==> config.mk <==
export PLATFORM = sky130hd
export DESIGN_NAME = eth_hdr_tx
export DESIGN_NICKNAME = d
export VERILOG_FILES = /design/src/rtl/eth_hdr_tx.sv
export SDC_FILE = /design/constraint.sdc
export NUM_CORES = 1
export LEC_CHECK = 0
export CORE_AREA = 5 5 120 122
export CTS_BUF_LIST = sky130_fd_sc_hd__clkbuf_16
export CTS_CLUSTER_DIAMETER = 200
export CTS_CLUSTER_SIZE = 25
export DETAILED_ROUTE_END_ITERATION = 6
export DIE_AREA = 0 0 125 127
export PLACE_DENSITY = 0.79
export SYNTH_ARGS = -nofsm -noshare
export SYNTH_HDL_FRONTEND = slang
export SYNTH_SLANG_ARGS = --single-unit
export TNS_END_PERCENT = 100
==> constraint.sdc <==
create_clock -name clk -period 2.8 [get_ports clk]
set_clock_uncertainty 0.2 [all_clocks]
set_input_delay 0.56 -clock clk [delete_from_list [all_inputs] [get_ports clk]]
set_output_delay 0.56 -clock clk [all_outputs]
set_load 0.01 [all_outputs]
==> src/rtl/eth_hdr_tx.sv <==
// Ethernet header serializer: emits dest MAC, source MAC, EtherType and then the
// payload as one 8-bit AXI-Stream, one byte per cycle, frames back-to-back.
module eth_hdr_tx #(
  parameter int USER_WIDTH = 1
) (
  input  logic                  clk,
  input  logic                  reset,
  input  logic                  s_eth_hdr_valid,
  output logic                  s_eth_hdr_ready,
  input  logic [47:0]           s_eth_dest_mac,
  input  logic [47:0]           s_eth_src_mac,
  input  logic [15:0]           s_eth_type,
  input  logic [7:0]            s_eth_axi_payload_tdata,
  input  logic                  s_eth_axi_payload_tvalid,
  output logic                  s_eth_axi_payload_tready,
  input  logic                  s_eth_axi_payload_tlast,
  input  logic [USER_WIDTH-1:0] s_eth_axi_payload_tuser,
  output logic [7:0]            m_axis_tdata,
  output logic                  m_axis_tvalid,
  input  logic                  m_axis_tready,
  output logic                  m_axis_tlast,
  output logic [USER_WIDTH-1:0] m_axis_tuser,
  output logic                  busy
);

  // state   | meaning
  // IDLE    | waiting for a header; drains the last byte of the previous frame
  // HEADER  | shifting out the remaining header bytes
  // PAYLOAD | passing payload beats through until tlast
  typedef enum logic [1:0] {ST_IDLE, ST_HEADER, ST_PAYLOAD} state_t;

  state_t                state_q, state_d;
  logic [3:0]            hdr_cnt_q, hdr_cnt_d;
  logic [111:0]          hdr_sr_q, hdr_sr_d;
  logic [7:0]            tdata_q, tdata_d;
  logic                  tvalid_q, tvalid_d;
  logic                  tlast_q, tlast_d;
  logic [USER_WIDTH-1:0] tuser_q, tuser_d;
  logic                  out_en;

  assign out_en = m_axis_tready || !tvalid_q;

  always_comb begin
    state_d                  = state_q;
    hdr_cnt_d                = hdr_cnt_q;
    hdr_sr_d                 = hdr_sr_q;
    tdata_d                  = tdata_q;
    tvalid_d                 = tvalid_q;
    tlast_d                  = tlast_q;
    tuser_d                  = tuser_q;
    s_eth_hdr_ready          = 1'b0;
    s_eth_axi_payload_tready = 1'b0;

    unique case (state_q)
      ST_IDLE: begin
        s_eth_hdr_ready = 1'b1;
        if (out_en) tvalid_d = 1'b0;
        if (s_eth_hdr_valid) begin
          state_d = ST_HEADER;
          // Byte 0 goes straight to the output so a new frame follows the
          // previous tlast with no bubble; hdr_cnt counts bytes already loaded.
          if (out_en) begin
            tdata_d   = s_eth_dest_mac[47:40];
            tvalid_d  = 1'b1;
            tlast_d   = 1'b0;
            tuser_d   = '0;
            hdr_sr_d  = {s_eth_dest_mac[39:0], s_eth_src_mac, s_eth_type, 8'h00};
            hdr_cnt_d = 4'd1;
          end else begin
            hdr_sr_d  = {s_eth_dest_mac, s_eth_src_mac, s_eth_type};
            hdr_cnt_d = 4'd0;
          end
        end
      end
      ST_HEADER: begin
        if (out_en) begin
          tdata_d   = hdr_sr_q[111:104];
          tvalid_d  = 1'b1;
          tlast_d   = 1'b0;
          tuser_d   = '0;
          hdr_sr_d  = {hdr_sr_q[103:0], 8'h00};
          hdr_cnt_d = hdr_cnt_q + 4'd1;
          if (hdr_cnt_q == 4'd13) state_d = ST_PAYLOAD;
        end
      end
      ST_PAYLOAD: begin
        s_eth_axi_payload_tready = out_en;
        if (out_en) begin
          if (s_eth_axi_payload_tvalid) begin
            tdata_d  = s_eth_axi_payload_tdata;
            tvalid_d = 1'b1;
            tlast_d  = s_eth_axi_payload_tlast;
            tuser_d  = s_eth_axi_payload_tuser;
            if (s_eth_axi_payload_tlast) state_d = ST_IDLE;
          end else begin
            tvalid_d = 1'b0;
          end
        end
      end
      default: state_d = ST_IDLE;
    endcase
  end

  always_ff @(posedge clk) begin
    if (reset) begin
      state_q   <= ST_IDLE;
      hdr_cnt_q <= 4'd0;
      hdr_sr_q  <= '0;
      tdata_q   <= 8'h00;
      tvalid_q  <= 1'b0;
      tlast_q   <= 1'b0;
      tuser_q   <= '0;
    end else begin
      state_q   <= state_d;
      hdr_cnt_q <= hdr_cnt_d;
      hdr_sr_q  <= hdr_sr_d;
      tdata_q   <= tdata_d;
      tvalid_q  <= tvalid_d;
      tlast_q   <= tlast_d;
      tuser_q   <= tuser_d;
    end
  end

  assign m_axis_tdata  = tdata_q;
  assign m_axis_tvalid = tvalid_q;
  assign m_axis_tlast  = tlast_q;
  assign m_axis_tuser  = tuser_q;
  assign busy          = (state_q != ST_IDLE);

endmodule

==> impl_results.md <==
- Worst-path fanout max: 7
- Sum Neg Setup Slack: 0 ns
- Setup WS post-layout: 0.126 ns
- # DRC: 0
- Routed wire per std cell: 17.2 um
- Yosys top cell area share: 0.394
- Final WL: 17900 um
- Count of cell types in the netlist: 35
- RSZ-0062 raised after global routing: no
- Total CTS buffers: 17
- Number of cell rows: 42
- HP Class: flip-flop to flip-flop
- H-tree depth: 4
- Buffers added on ports: 140
- Gp weighted congestion: 0.832
- Initial antenna violation count: 0
- Dpl hpwl: 12300 um
- Most used DFF post-synth: dfxtp_1
- CP Capture Type: output port
- Fmax: 0.374 GHz
- Fin Hold WS: 0.253 ns
- Max-slew violation count: 0
- Yosys warnings: 0
- Chip Width: 125 um
- Syn Inst Count: 745
- Post-synth EDFFs: 0
- Die footprint: 0.0159 mm2
- Drt first pass iters: 7
- Async SR Flop Fraction: 0
- Tcrit/Tclk final: 0.955
- Main area contributors after synthesis: dfxtp_1 (39%), mux2i_1 (17%), a22o_1 (14%), o21ai_0 (8.2%), nand2_1 (6.7%)
- WS Path Type: flip-flop to output port
- Gr usage total: 0.220
- # diodes: 0
- Max stage delay on crit path: 0.60 ns
- Via count: 5907
- Startpoint Class: flip-flop
- Crit path time final: 2.67 ns
- Syn Std Cell Area: 0.00656 mm2
- Cells along the critical path: inv_1, ha_1, clkdlybuf4s50_1
- Seq cells post-synth: 129
- Leak pwr: 3.72 nW
- Status: complete, no violations
- CP max stage cell: clkdlybuf4s50_1
- Max Cap Viol: 0
- Layout cells sized above 1: 0.0534
- Vias per cell: 5.69
- Core Footprint: 0.0131 mm2
- IO Count: 141
- Clock Latency Late Sink: 0.41 ns
- R2R depth: 7
- Worst-margin pin slew: 0.569 ns
- Finish-stage setup viols: 0
- Post-CTS setup buffers: 0
- Clock Tree Buf Depth: 2
- Synth area leader: dfxtp_1
- CTS clock-pin slew for the worst setup and hold paths: 0.05 ns
- ANT nets after route: 0
- GR Overflow Total: 0
- Largest net degree at the start of global routing: 150
- Fin. Hold Viols: 0
- Avg Cell Area, Syn: 8.80 um2
- Peak supply drop: 663 uV
- WHS Path Cells: 2
- Die height: 127 um
- Pwr per Cell Area: 902 mW/mm2
- Worst slack, placed: 0.172 ns
- Syn nets: 880
- Final #Nets: 986
- Post-synthesis sequential area ratio: 0.394
- Initial Utilization: 0.501
- Relative slew margins: 0.619
- Vias in the first global route: 5751
- Required time of the critical path: 2.04 ns
- CTS tree: built
- Initial drt markers: 593
- First-pass GRT wire length: 29300 um
- Clk sinks: 129
- CP arrival: 1.91 ns
- Clock root cell: clkbuf_16
- Area Overhead vs Synth: 31.8%
power breakdown:
group	total, mW	switching, mW	internal, mW
combinational	3.08	1.65	1.43
sequential	2.78	0.349	2.44
clock	1.93	0.757	1.18
worst paths after layout:
check / slack, ns / to / from
hold / removal: 0.25 / hdr_sr_q[6] / hdr_sr_q[6]
hold reg to reg: 0.25 / hdr_sr_q[6] / hdr_sr_q[6]
setup reg to reg: 0.35 / hdr_sr_q[61] / state_q[1]
setup / recovery: 0.13 / s_eth_hdr_ready / state_q[1]
cells in the mapped netlist, types with 3 or more instances:
| cell type | instances |
|---|---|
| dfxtp_1 | 129 |
| a22o_1 | 104 |
| inv_1 | 6 |
| buf_1 | 7 |
| nand3_1 | 11 |
| nor2_1 | 23 |
| ha_1 | 8 |
| a21oi_1 | 20 |
| o21ai_0 | 108 |
| a22oi_1 | 8 |
| buf_2 | 16 |
| nand2_1 | 117 |
| mux2i_1 | 112 |
| and2_1 | 3 |
| clkbuf_1 | 44 |
| nor2b_1 | 3 |
routing by layer:
layer	GRT usage	share of wire	vias to the layer above	routed length, um
met5	0	0	-	0
met4	0.0835	0.021	0	382
met3	0.0455	0.047	32	848
met2	0.359	0.48	181	8560
met1	0.290	0.45	2773	8090
li1	-	-	2921	-
layout by cell type (no fill, tap or decap), types with 3 or more instances in the layout:
master           instances
inv_1                    9
a22oi_1                  8
nand3_1                 11
nand2_1                117
nor2_1                  21
mux2i_1                112
nor2b_1                  3
a21oi_1                 20
ha_1                     6
clkdlybuf4s50_1        140
clkbuf_16               17
clkinv_2                 3
buf_12                   7
and2_1                   3
a22o_1                 104
clkinv_1                 5
o21ai_0                108
buf_4                    8
dfxtp_1                128
through the flow:
stage / utilization / total power [mW] / cell area [um2] / instances
finish: 0.661 / 7.80 / 8640 / 1038
global route: 0.661 / 8.29 / 8640 / 1038
CTS: 0.660 / 7.82 / 8640 / 1038
detailed placement: 0.622 / 5.86 / 8130 / 1008
global placement: 0.622 / 5.75 / 8130 / 1008
floorplan: - / 4.89 / 6560 / 745
state kept, by name (all words and copies together) (netlist names), named ones only:
signal	count
m_axis_tdata	8
state_q	2
hdr_cnt_q	4
hdr_sr_q	112
m_axis_tuser	1
m_axis_tlast	1
worst max-delay path, delay by kind of cell, from the launching register on:
kind                       cells  cell delay (ns)
buffers and inverters          2             0.81
DFF                            1             0.35
adders and majority gates      1             0.36
area by class of cell:
| class | count | area, um2 |
|---|---|---|
| repair buffers | 155 | 1600 |
| inverters | 6 | 22.5 |
| clock buffers | 17 | 425 |
| well taps | 176 | 220 |
| fillers | 1012 | 4440 |
| multi-input cells | 542 | 3710 |
| clock inverters | 13 | 82.6 |
| flip-flops and latches | 129 | 2580 |
timing repair:
item                       CTS  global route
setup endpoints to repair    0             2
resized for setup            0             2
hold buffers                 0             0
cells by family after synthesis:
| group | count (synthesis) | synth area share |
|---|---|---|
| multiplexers | 113 | 0.173 |
| buffers and inverters | 74 | 0.0465 |
| flip-flops | 129 | 0.394 |
| AO/OA/AOI/OAI | 252 | 0.263 |
| AND/OR/NAND/NOR | 167 | 0.106 |
| XOR/XNOR | 2 | 0.00267 |
| adder cells (fa/ha/maj) | 8 | 0.0153 |
(Power assumes the default switching activity.)
